[src/rtl/fetch_pkg.sv]
// Shared types and constants for the PC/fetch sequencer.
package fetch_pkg;

  typedef enum logic [1:0] {
    FETCH = 2'd0,
    DROP  = 2'd1,
    HOLD  = 2'd2
  } fetch_state_e;

  localparam logic [63:0] FETCH_RESET_PC = 64'h0000_0000_8000_0000;
  localparam logic [31:0] INST_NOP       = 32'h0000_0013;
  localparam logic [63:0] PC_STEP        = 64'd4;

  function automatic logic pc_misaligned(input logic [1:0] lsb);
    return (lsb != 2'b00);
  endfunction

endpackage

[src/rtl/fetch_ctrl.sv]
// PC/fetch sequencer feeding decode; handles redirects, including ones landing mid-fetch.
// Optional FETCH_MISALIGN_CHK_EN turns misaligned redirect targets into a flagged NOP entry.
module fetch_ctrl
  import fetch_pkg::*;
#(
  parameter int              XLEN     = 64,
  parameter logic [XLEN-1:0] RESET_PC = XLEN'(FETCH_RESET_PC)
) (
  input  logic            clock,
  input  logic            reset,
  output logic [XLEN-1:0] io_pc,
  output logic            io_mem_flag,
  input  logic            io_inst_valid,
  output logic            io_inst_ready,
  input  logic [31:0]     io_inst,
  output logic            io_out_valid,
  input  logic            io_out_ready,
  output logic [XLEN-1:0] io_out_pc,
  output logic [31:0]     io_out_inst,
`ifdef FETCH_MISALIGN_CHK_EN
  output logic            io_out_misalign,
`endif
  input  logic            io_redirect_valid,
  input  logic [XLEN-1:0] io_redirect_target
);

  fetch_state_e    state_r, state_n;
  logic [XLEN-1:0] pc_r, pc_n, tgt_r, tgt_n;
  logic [31:0]     inst_r, inst_n;
  logic            mem_flag_r, inst_ready_r, out_valid_r;
  logic            fire_s, nop_load_s;
  logic [XLEN-1:0] redir_pc_s, drop_pc_s;
  logic            redir_bad_s, tgt_bad_s, drop_bad_s;

`ifdef FETCH_MISALIGN_CHK_EN
  assign redir_pc_s  = io_redirect_target;
  assign redir_bad_s = pc_misaligned(io_redirect_target[1:0]);
  assign tgt_bad_s   = pc_misaligned(tgt_r[1:0]);
`else
  assign redir_pc_s  = {io_redirect_target[XLEN-1:2], 2'b00};
  assign redir_bad_s = 1'b0;
  assign tgt_bad_s   = 1'b0;
`endif

  // A later redirect during DROP replaces the pending target.
  assign drop_pc_s  = io_redirect_valid ? redir_pc_s  : tgt_r;
  assign drop_bad_s = io_redirect_valid ? redir_bad_s : tgt_bad_s;
  assign fire_s     = io_inst_valid && inst_ready_r;

  // Next-state, next-PC and entry capture.
  always_comb begin
    state_n    = state_r;
    pc_n       = pc_r;
    tgt_n      = tgt_r;
    inst_n     = inst_r;
    nop_load_s = 1'b0;
    case (state_r)
      FETCH: begin
        if (io_redirect_valid) begin
          if (mem_flag_r && !fire_s) begin
            state_n = DROP;
            tgt_n   = redir_pc_s;
          end else if (redir_bad_s) begin
            state_n    = HOLD;
            pc_n       = redir_pc_s;
            nop_load_s = 1'b1;
          end else begin
            pc_n = redir_pc_s;
          end
        end else if (fire_s) begin
          state_n = HOLD;
          inst_n  = io_inst;
        end else begin
          state_n = FETCH;
        end
      end
      DROP: begin
        tgt_n = drop_pc_s;
        if (fire_s) begin
          pc_n = drop_pc_s;
          if (drop_bad_s) begin
            state_n    = HOLD;
            nop_load_s = 1'b1;
          end else begin
            state_n = FETCH;
          end
        end else begin
          state_n = DROP;
        end
      end
      HOLD: begin
        // Redirect has priority over consumption: the held entry is killed.
        if (io_redirect_valid) begin
          pc_n = redir_pc_s;
          if (redir_bad_s) begin
            state_n    = HOLD;
            nop_load_s = 1'b1;
          end else begin
            state_n = FETCH;
          end
        end else if (io_out_ready) begin
          pc_n    = pc_r + XLEN'(PC_STEP);
          state_n = FETCH;
        end else begin
          state_n = HOLD;
        end
      end
      default: begin
        state_n = FETCH;
      end
    endcase
    inst_n = nop_load_s ? INST_NOP : inst_n;
  end

  // State and registered handshake outputs; a response always leaves one idle request cycle.
  always_ff @(posedge clock or negedge reset) begin
    if (!reset) begin
      state_r      <= FETCH;
      pc_r         <= RESET_PC;
      tgt_r        <= {XLEN{1'b0}};
      inst_r       <= 32'h0000_0000;
      mem_flag_r   <= 1'b0;
      inst_ready_r <= 1'b0;
      out_valid_r  <= 1'b0;
    end else begin
      state_r      <= state_n;
      pc_r         <= pc_n;
      tgt_r        <= tgt_n;
      inst_r       <= inst_n;
      mem_flag_r   <= (state_n != HOLD) && !fire_s;
      inst_ready_r <= (state_n != HOLD) && !fire_s;
      out_valid_r  <= (state_n == HOLD);
    end
  end

`ifdef FETCH_MISALIGN_CHK_EN
  logic mis_r;

  // Misalign flag follows the NOP entry until it leaves HOLD.
  always_ff @(posedge clock or negedge reset) begin
    if (!reset) begin
      mis_r <= 1'b0;
    end else if (nop_load_s) begin
      mis_r <= 1'b1;
    end else if ((state_n != HOLD) || (state_r != HOLD)) begin
      mis_r <= 1'b0;
    end else begin
      mis_r <= mis_r;
    end
  end

  assign io_out_misalign = mis_r;
`endif

  assign io_pc         = pc_r;
  assign io_mem_flag   = mem_flag_r;
  assign io_inst_ready = inst_ready_r;
  assign io_out_valid  = out_valid_r;
  assign io_out_pc     = pc_r;
  assign io_out_inst   = inst_r;

endmodule

[config.mk]
export PLATFORM = sky130hd
export DESIGN_NAME = fetch_ctrl
export DESIGN_NICKNAME = d
export VERILOG_FILES = /design/src/rtl/fetch_pkg.sv /design/src/rtl/fetch_ctrl.sv
export SDC_FILE = /design/constraint.sdc
export NUM_CORES = 1
export LEC_CHECK = 0
export ABC_AREA = 0
export BUFFER_PORTS_ARGS = -buffer_cell sky130_fd_sc_hd__buf_2
export CAP_MARGIN = 40
export CORE_UTILIZATION = 40
export CTS_CLUSTER_DIAMETER = 120
export CTS_CLUSTER_SIZE = 30
export DETAILED_ROUTE_END_ITERATION = 10
export GPL_TIMING_DRIVEN = 0
export PLACE_DENSITY_LB_ADDON = 0.08
export SLEW_MARGIN = 25
export SYNTH_ARGS = -nofsm -noshare
export SYNTH_HDL_FRONTEND = slang
export SYNTH_SLANG_ARGS = --single-unit
[constraint.sdc]
create_clock -name clock -period 2.7 [get_ports clock]
set_clock_uncertainty 0.15 [all_clocks]
set_input_delay 0.27 -clock clock [delete_from_list [all_inputs] [get_ports clock]]
set_output_delay 0.27 -clock clock [all_outputs]
set_load 0.03 [all_outputs]
==> results of run 1 <==
synth_stat cells (6+ instances only):
cell      count  area (um^2)
clkbuf_1     56          210
dfrtp_1     163         4080
or4_1         6         45.0
mux2_2       93         1050
nor4_1       15         93.8
a22oi_1       6         45.0
a221oi_1     23          201
nand4_1      22          138
a22o_1        8         70.1
nor2_1       93          349
and4_1        8         70.1
nand2_1     103          387
o21ai_0     105          526
a31oi_1      16          100
o21a_1        6         45.0
inv_1        16         60.1
o31ai_1       8         60.1
a211oi_1      6         45.0
or3_1        11         68.8
and2_1        9         56.3
nand3_1      40          200
nor2b_1       6         37.5
a21oi_1      49          245
nor3_1       38          190
buf_4        65          488
o22ai_1       8         50.1
and3_1       13         81.3
area by class of cell:
cell class / instances / area share
repair buffers: 384 / 0.186
plain buffers: 128 / 0.0615
well taps: 319 / 0.0295
flip-flops and latches: 164 / 0.304
clock inverters: 15 / 0.0115
clock buffers: 17 / 0.0314
inverters: 16 / 0.00443
multi-input cells: 768 / 0.371
what timing repair did:
| item | 4_1_cts | 5_1_grt |
|---|---|---|
| endpoints found under the setup margin | 110 | 78 |
| setup buffers | 8 | 13 |
| endpoints found under the hold margin | 183 | 0 |
| gates resized for setup | 54 | 64 |
| hold buffers | 96 | 0 |
| pin swaps | 1 | 1 |
metrics by stage:
step / util / setup slack (ns) / total power, mW / TNS, ns
finish: 0.572 / 0.0271 / 18.2 / 0
global route: 0.572 / -0.0111 / 19.3 / -0.0168
CTS: 0.562 / 0.00225 / 17.9 / 0
detailed placement: 0.489 / -0.561 / 15.1 / -31.17
global placement: 0.485 / -1.91 / 15.0 / -291.45
floorplan: - / 0.0331 / 11.7 / 0
report_power, final:
part / leakage (nW) / switching [mW] / internal [mW]
combinational: 3.83 / 6.73 / 3.92
sequential: 1.95 / 1.40 / 3.72
clock: 0.285 / 1.23 / 1.24
total: 6.07 / 9.36 / 8.88
registers in the layout, indices dropped and copies added, names as in the netlist:
register and count:
state_r 2, io_inst_ready 1, io_out_valid 1, io_out_pc 64
io_out_inst 32, tgt_r 64
path summary, 6_finish.rpt:
check                                           from                        end  cells past startpoint
max in group asynchronous                      reset  io_out_pc[42]$_DFFE_PN0P_                      3
setup / recovery           io_out_pc[20]$_DFFE_PN0P_  io_out_pc[58]$_DFFE_PN0P_                      7
hold reg to reg                 tgt_r[0]$_DFFE_PN0P_       tgt_r[0]$_DFFE_PN0P_                      1
hold / removal                          io_out_ready       state_r[1]$_DFF_PN0_                      3
setup reg to reg           io_out_pc[20]$_DFFE_PN0P_  io_out_pc[58]$_DFFE_PN0P_                      7
min in group asynchronous                      reset      tgt_r[22]$_DFFE_PN0P_                      2
per-layer routing:
layer	track usage	vias up
met1	0.428	5080
met2	0.488	580
met3	0.0586	73
met4	0.107	0
met5	0	-
li1	-	4718
critical path, cell delays in order, from the launching register on:
cell	delay [ns]
dfrtp_2	0.47
nand2_1	0.15
or4_4	0.57
or4_4	0.51
buf_12	0.18
nor4_4	0.23
o21ai_1	0.10
a221oi_2	0.21
cells by family (layout without fill, tap and decap cells):
kind of cell,after synthesis,after routing,synth area share
buffers and inverters,146,560,0.0830
flip-flops,164,164,0.421
adder cells (fa/ha/maj),5,5,0.00641
AO/OA/AOI/OAI,280,280,0.182
multiplexers,94,94,0.108
XOR/XNOR,6,6,0.00539
AND/OR/NAND/NOR,383,383,0.194
==> qor.csv, run 1 <==
stage,metric,value,unit
yosys,total standard cell area after synthesis,9750,um^2
clock_tree,buffer type at the clock tree root,clkbuf_16,
layout,most common library cell in the layout ignoring fill and taps,buf_2,
clock_tree,worst-case clock buffer depth,2,
floorplanning,width of the die,158,um
global_route,total global-route track usage,0.311,
global_route,gr ovfl total,0,
sta,Finish-stage setup viols,0,
floorplanning,core outline area,23700,um^2
floorplanning,number of rows in the core area,56,
routing,Met1 Routed Length,16400,um
floorplanning,Die Ht,158,um
yosys,synthesized area divided by synthesized cell count,9.05,um^2
routing,Antenna Nets Post-Route,0,
routing,final routed wire length divided by cell count,21.2,um
layout,final layout net count,1585,
placed_design,placer congestion estimate,0.893,
worst_setup_path,Reg2Reg Setup Slack,0.03,ns
layout,"top library cells by usage in the layout, fill and taps aside","269 x buf_2, 148 x dfrtp_1, 105 x o21ai_0",
sta,achievable frequency,374,MHz
yosys,warning count from the yosys run,0,
floorplanning,count of boundary I/O pins,264,
floorplanning,starting density of the core,0.412,
yosys,most used flip-flop cell after synthesis,dfrtp_1,
layout,antenna diode instance count,0,
placed_design,Placement Cell Area,11600,um^2
yosys,post-synthesis sequential element count,164,
layout,final instance count without filler cells,1811,
worst_setup_path,Critical Path Start Type,flip-flop,
worst_setup_path,largest fanout on the critical path,10,
layout,area of combinational cells with multiple inputs,5030,um^2
yosys,async set or reset register ratio after synthesis,1.00,
placed_design,placed insts,1664,
sta,Final Cycle Share,0.990,
min_path,HP Class,in -> reg,
power,leakage component of the power,6.07,nW
global_route,first-pass GRT wire length,57500,um
worst_setup_path,Crit Path Class,reg -> reg,
layout,ratio of cells with drive above 1 in the final layout,0.389,
sta,count of endpoints failing hold in the final timing report,0,
sta,worst max-slew margin expressed relative to the limit,0.438,
sta,Fin Hold WS,0.100,ns
status,outcome,completed,
routing,Via Count,10500,
routing,Residual DRC,0,
clock_tree,clk_lat worst skew,0.46,ns
yosys,number of distinct standard cells referenced by the synthesized netlist,68,
layout,sequential standard cell area,4120,um^2
layout,final design area excluding fillers,13500,um^2
yosys,Mapped Nets,1184,
routing,violation count after the first detailed-routing iteration,977,
routing,Top Metal Used,met4,
clock_tree,H-tree levels,4,
flow_run,# Max-Cap Violations,0,
global_route,pin count of the biggest net entering global routing,61,
global_route,vias in the first global route,9718,
layout,number of fill cells,2212,
yosys,sequential cell area fraction in the yosys report,0.421,
power,areal power density over the cells,1350,nW/um^2
sta,post-layout min period,2.67,ns
yosys,number of instances in the synthesized netlist,1078,
worst_setup_path,CP Data Required Time,2.91,ns
clock_tree,TritonCTS Sinks,164,
routing,amount of wire on met2 after detailed routing,17400,um
placed_design,Port Buffers,261,
routing,length of routed met3 wiring,3480,um
clock_tree,total clock buffers created by CTS,17,
global_route,antenna violations before repair,0,
routing,Final Routed Wirelength,38300,um
clock_tree,"Reg clk slew, reported paths",0.08,ns
yosys,Post-synth EDFFs,0,
routing,total iterations of the first detailed-routing run,6,
worst_setup_path,nature of the critical path endpoint,flip-flop,
worst_setup_path,data arrival time of the critical path,2.89,ns
layout,relative area change from synthesis to final layout,38.9,%
routing,Via-to-Cell Ratio,5.77,
power,Peak VDD IR,0.674,mV
clock_tree,CTS tree,built,
placed_design,HPWL after detailed placement,27000,um
floorplanning,die outline area,25000,um^2
sta,Slew @ Worst Pin,0.843,ns
sta,total count of max-transition violations in the final report,0,
(Power assumes the default switching activity.)
==> inputs of run 2 (changes only) <==
- CELL_PAD_IN_SITES_DETAIL_PLACEMENT: unset -> 0
- CELL_PAD_IN_SITES_GLOBAL_PLACEMENT: unset -> 1
- CORE_UTILIZATION: 40 -> 43
- clock period: 2.7 -> 3.2 ns (I/O delays scaled with it)
==> qor.csv, run 2 (same netlist as run 1, synthesis figures left out) <==
stage,metric,value,unit
status,outcome,finished with violations,
status,violated checks,"DRC, hold timing",
sta,count of endpoints failing hold in the final timing report,1,
placed_design,placed insts,1625,
worst_setup_path,Critical Path Start Type,flip-flop,
clock_tree,CTS tree,built,
sta,setup repair after global routing missed its margin,true,
routing,length of routed met3 wiring,3780,um
worst_setup_path,Reg2Reg Setup Slack,0.04,ns
sta,worst max-slew margin expressed relative to the limit,0.420,
clock_tree,number of post-CTS setup repair buffers,0,
routing,total iterations of the first detailed-routing run,8,
global_route,pin count of the biggest net entering global routing,73,
floorplanning,Die Ht,153,um
power,leakage component of the power,5.73,nW
min_path,worst hold path endpoint,tgt_r[25]$_DFFE_PN0P_,
floorplanning,die outline area,23300,um^2
clock_tree,clk_lat worst skew,0.45,ns
global_route,antenna violations before repair,0,
min_path,HP Class,in -> reg,
floorplanning,starting density of the core,0.443,
routing,Residual DRC,13,
clock_tree,total clock buffers created by CTS,17,
layout,final instance count without filler cells,1731,
clock_tree,H-tree levels,4,
floorplanning,number of rows in the core area,54,
global_route,first-pass GRT wire length,57400,um
worst_setup_path,data arrival time of the critical path,3.38,ns
routing,violation count after the first detailed-routing iteration,1052,
sta,post-layout min period,3.16,ns
routing,Via-to-Cell Ratio,5.93,
worst_setup_path,reg-to-reg startpoint,io_out_pc[3]$_DFFE_PN0P_,
routing,amount of wire on met2 after detailed routing,17200,um
min_path,hold depth,2,
sta,Finish-stage setup viols,0,
clock_tree,TritonCTS Sinks,164,
clock_tree,"Reg clk slew, reported paths",0.08,ns
placed_design,Port Buffers,261,
routing,final routed wire length divided by cell count,21.6,um
routing,Final Routed Wirelength,37400,um
layout,final design area excluding fillers,12900,um^2
clock_tree,worst-case clock buffer depth,2,
layout,antenna diode instance count,0,
global_route,gr ovfl total,0,
routing,Met1 Routed Length,15500,um
sta,Final Cycle Share,0.988,
floorplanning,core outline area,22000,um^2
placed_design,Placement Cell Area,11500,um^2
sta,Fin Hold WS,-0.00302,ns
power,areal power density over the cells,1170,nW/um^2
placed_design,placer congestion estimate,0.921,
layout,ratio of cells with drive above 1 in the final layout,0.337,
global_route,vias in the first global route,9802,
clock_tree,buffer type at the clock tree root,clkbuf_16,
worst_setup_path,Crit Path Class,reg -> reg,
flow_run,# Max-Cap Violations,0,
floorplanning,count of boundary I/O pins,264,
worst_setup_path,nature of the critical path endpoint,flip-flop,
routing,Via Count,10300,
layout,relative area change from synthesis to final layout,32.4,%
layout,final layout net count,1544,
worst_setup_path,logic depth of the worst register-to-register path,7,
sta,total count of max-transition violations in the final report,0,
sta,Slew @ Worst Pin,0.863,ns
layout,"top library cells by usage in the layout, fill and taps aside","263 x buf_2, 162 x dfrtp_1, 105 x o21ai_0",
sta,sum of negative setup slack,0,ns
layout,most common library cell in the layout ignoring fill and taps,buf_2,
worst_setup_path,CP Data Required Time,3.42,ns
routing,Top Metal Used,met4,
global_route,total global-route track usage,0.324,
placed_design,HPWL after detailed placement,26400,um
routing,Antenna Nets Post-Route,0,
power,Peak VDD IR,0.606,mV
worst_setup_path,end of the worst register-to-register path,io_out_pc[44]$_DFFE_PN0P_,
sta,achievable frequency,316,MHz
floorplanning,width of the die,153,um
worst_setup_path,largest fanout on the critical path,7,
min_path,hold wc startpoint,io_redirect_target[25],
-- run 2: cell types whose count changed in the layout (fill, tap and decap cells not counted), sizes merged --
cell / change
clkbuf: +5
dlygate4sd3: -23
clkinvlp: -1
buf: -22
inv: -2
clkinv: +2
-- run 2: power by group --
part,switching (mW),internal (mW),total (mW)
registers,1.21,3.12,4.33
logic,5.55,3.09,8.64
clock network,1.08,1.08,2.17
total,7.85,7.29,15.1
-- run 2: worst max-delay path, stage by stage (launching register included) --
cell and delay, ns:
dfrtp_1 0.50, ha_2 0.29, nand3_1 0.20, or4_4 0.53, nor4_2 0.56, nand4_1 0.40
a31o_1 0.32, a21oi_1 0.13
-- run 2: worst max-delay path by stage --
stage,slack (ns),cells after the start,end,from
after floorplan,0.24,7,io_out_pc[62]$_DFFE_PN0P_,io_out_pc[2]$_DFFE_PN0P_
after global placement,-1.05,1,io_out_inst[1]$_DFFE_PN0P_,reset
after detailed placement,-0.12,10,io_out_pc[55]$_DFFE_PN0P_,io_redirect_valid
after CTS,0.03,7,io_out_pc[62]$_DFFE_PN0P_,io_out_pc[2]$_DFFE_PN0P_
after global routing,-0.003,7,io_out_pc[44]$_DFFE_PN0P_,io_out_pc[3]$_DFFE_PN0P_
final,0.04,7,io_out_pc[44]$_DFFE_PN0P_,io_out_pc[3]$_DFFE_PN0P_
-- run 2: timing repair --
item                                   in CTS  in global routing
gates resized for setup                     4                 19
endpoints found under the hold margin     162                  3
cloned                                      0                  0
setup endpoints to repair                  10                 37
hold buffers                               70                  3
-- run 2: metal layers --
layer	global-route usage	vias to the layer above
met5	0	-
met1	0.432	4955
met2	0.511	600
li1	-	4624
met3	0.0819	90
met4	0.108	0
-- run 2: stage by stage --
step	util	worst slack (ns)	total power, mW
after global routing	0.586	-0.00346	15.9
after detailed placement	0.522	-0.124	12.7
after CTS	0.583	0.0263	15.0
after global placement	0.518	-1.05	12.6
after floorplan	-	0.240	9.86
final	0.586	0.0384	15.1
-- run 2: final cells by class --
class,instances,area [um^2]
fillers,2058,9120
multi-input cells,768,4860
flip-flops and latches,164,4110
repair buffers,342,2150
plain buffers,129,759
clock buffers,18,439
well taps,280,350
clock inverters,14,185
inverters,16,60.1
==> inputs of run 3 (changes only) <==
- CAP_MARGIN: 40 -> unset
- CORE_UTILIZATION: 43 -> 36
- clock period: 3.2 -> 2.8 ns (I/O delays scaled with it)
==> qor.csv, run 3 (same netlist as run 1, synthesis figures left out) <==
stage,metric,value,unit
placed_design,HPWL after detailed placement,27600,um
routing,total iterations of the first detailed-routing run,8,
clock_tree,TritonCTS Sinks,164,
worst_setup_path,Crit Path Class,reg -> reg,
global_route,first-pass GRT wire length,58800,um
layout,antenna diode instance count,0,
layout,area of combinational cells with multiple inputs,4980,um^2
worst_setup_path,delay of the slowest cell on the worst path,0.50,ns
worst_setup_path,data arrival time of the critical path,2.92,ns
routing,Via Count,10200,
placed_design,worst-case setup slack after placement,-0.580,ns
power,leakage component of the power,5.96,nW
clock_tree,"Reg clk slew, reported paths",0.07,ns
worst_setup_path,cell family with the largest share of critical-path delay,simple AND/OR/NAND/NOR gates,
min_path,HP Class,in -> reg,
routing,Antenna Nets Post-Route,0,
layout,ratio of cells with drive above 1 in the final layout,0.380,
placed_design,placed insts,1675,
global_route,total global-route track usage,0.280,
clock_tree,CTS tree,built,
layout,relative area change from synthesis to final layout,37.2,%
layout,sequential standard cell area,4130,um^2
placed_design,Port Buffers,261,
status,outcome,finished with violations,
sta,total count of max-transition violations in the final report,0,
routing,final routed wire length divided by cell count,21.7,um
floorplanning,starting density of the core,0.371,
sta,achievable frequency,368,MHz
power,areal power density over the cells,1330,nW/um^2
layout,final layout net count,1564,
layout,final instance count without filler cells,1805,
routing,Via-to-Cell Ratio,5.65,
sta,worst max-slew margin expressed relative to the limit,0.413,
routing,violation count after the first detailed-routing iteration,902,
clock_tree,clk_lat worst skew,0.44,ns
floorplanning,number of rows in the core area,59,
clock_tree,worst-case clock buffer depth,2,
global_route,pin count of the biggest net entering global routing,89,
worst_setup_path,CP max-delay cell,or4_4,
status,violated checks,DRC,
worst_setup_path,cell repeated most along the worst path,or4_4,
clock_tree,buffer type at the clock tree root,clkbuf_16,
global_route,antenna violations before repair,0,
sta,setup repair after global routing missed its margin,false,
worst_setup_path,CP Data Required Time,3.00,ns
layout,"top library cells by usage in the layout, fill and taps aside","268 x buf_2, 146 x dfrtp_1, 105 x o21ai_0",
clock_tree,H-tree levels,4,
placed_design,placer congestion estimate,0.895,
sta,post-layout min period,2.72,ns
global_route,gr ovfl total,0,
layout,number of fill cells,2582,
worst_setup_path,number of buffers and inverters on the critical path,1,
sta,Final Cycle Share,0.970,
routing,Final Routed Wirelength,39100,um
floorplanning,count of boundary I/O pins,264,
floorplanning,die outline area,27800,um^2
worst_setup_path,critical path cell sequence,ha_2 -> nand3_2 -> or4_4 -> or4_4 -> buf_6 -> nor4_2 -> o21ai_1 -> a221oi_2,
layout,fraction of the core area covered by cells at the end of the flow,0.509,
clock_tree,total clock buffers created by CTS,17,
flow_run,# Max-Cap Violations,0,
floorplanning,width of the die,167,um
floorplanning,core outline area,26300,um^2
sta,count of endpoints failing hold in the final timing report,0,
routing,Residual DRC,13,
sta,Slew @ Worst Pin,0.881,ns
sta,sum of negative setup slack,0,ns
floorplanning,Die Ht,167,um
sta,Finish-stage setup viols,0,
worst_setup_path,nature of the critical path endpoint,flip-flop,
sta,minimum setup slack in the final design,0.0829,ns
worst_setup_path,largest fanout on the critical path,10,
global_route,vias in the first global route,9738,
power,Peak VDD IR,0.696,mV
worst_setup_path,Critical Path Start Type,flip-flop,
layout,most common library cell in the layout ignoring fill and taps,buf_2,
-- run 3: cell count changes in the layout (fill, tap and decap cells not counted), moves of 5 or more --
cell           previous run  this run
buf_2                   263       268
buf_4                    65        76
bufinv_16                 0         5
clkbuf_1                 46        18
clkbuf_2                 11        28
clkbuf_4                  0         5
clkinv_8                  8         0
dfrtp_1                 162       146
dfrtp_2                   1        17
dlygate4sd3_1            73        91
nor4_1                   13         6
nor4_2                    2         7
-- run 3: repair_timing --
action | CTS | global route
endpoints found under the setup margin | 110 | 76
hold buffers | 91 | 0
setup buffers | 5 | 6
resized for setup | 51 | 41
pin swaps | 5 | 2
hold endpoints to repair | 173 | 0
-- run 3: worst paths after layout --
path / from / end / slack [ns] / cells after the start
max: io_out_pc[2]$_DFFE_PN0P_ / io_out_pc[58]$_DFFE_PN0P_ / 0.08 / 8
min: io_redirect_target[61] / tgt_r[61]$_DFFE_PN0P_ / 0.004 / 2
max reg2reg: io_out_pc[2]$_DFFE_PN0P_ / io_out_pc[58]$_DFFE_PN0P_ / 0.08 / 8
min reg2reg: tgt_r[0]$_DFFE_PN0P_ / tgt_r[0]$_DFFE_PN0P_ / 0.34 / 1
max in group asynchronous: reset / io_out_pc[6]$_DFFE_PN0P_ / 1.33 / 3
min in group asynchronous: reset / io_out_pc[22]$_DFFE_PN0P_ / 0.25 / 2
-- run 3: metrics by stage --
step	hold WS (ns)	total power, mW	area, um^2
final	0.00448	17.8	13400
after global routing	0.00893	18.7	13400
after global placement	0.318	14.6	11500
after CTS	0.00237	17.6	13300
after detailed placement	0.168	14.7	11500
after floorplan	-0.166	11.3	9770
-- run 3: final cells by class --
cell class              count  area share
clock buffers              17      0.0318
multi-input cells         768       0.372
inverters                  16     0.00449
flip-flops and latches    164       0.308
repair buffers            364       0.175
well taps                 335      0.0313
clock inverters            14      0.0175
plain buffers             127      0.0597
-- run 3: per-layer routing --
layer	vias up	part of all wire	GRT usage
met1	5004	0.44	0.382
met3	54	0.076	0.0473
li1	4668	-	-
met2	476	0.47	0.457
met5	-	0	0
met4	0	0.018	0.0769
-- run 3: worst reg2reg max path: stages, from the launching register on --
cell and delay, ns:
dfrtp_2 0.37, ha_2 0.23, nand3_2 0.15, or4_4 0.50, or4_4 0.49, buf_6 0.18
nor4_2 0.24, o21ai_1 0.10, a221oi_2 0.22
-- run 3: report_power, final --
group	switching (mW)	internal, mW
Sequential	1.37	3.59
Clock	1.12	1.61
Combinational	6.45	3.63
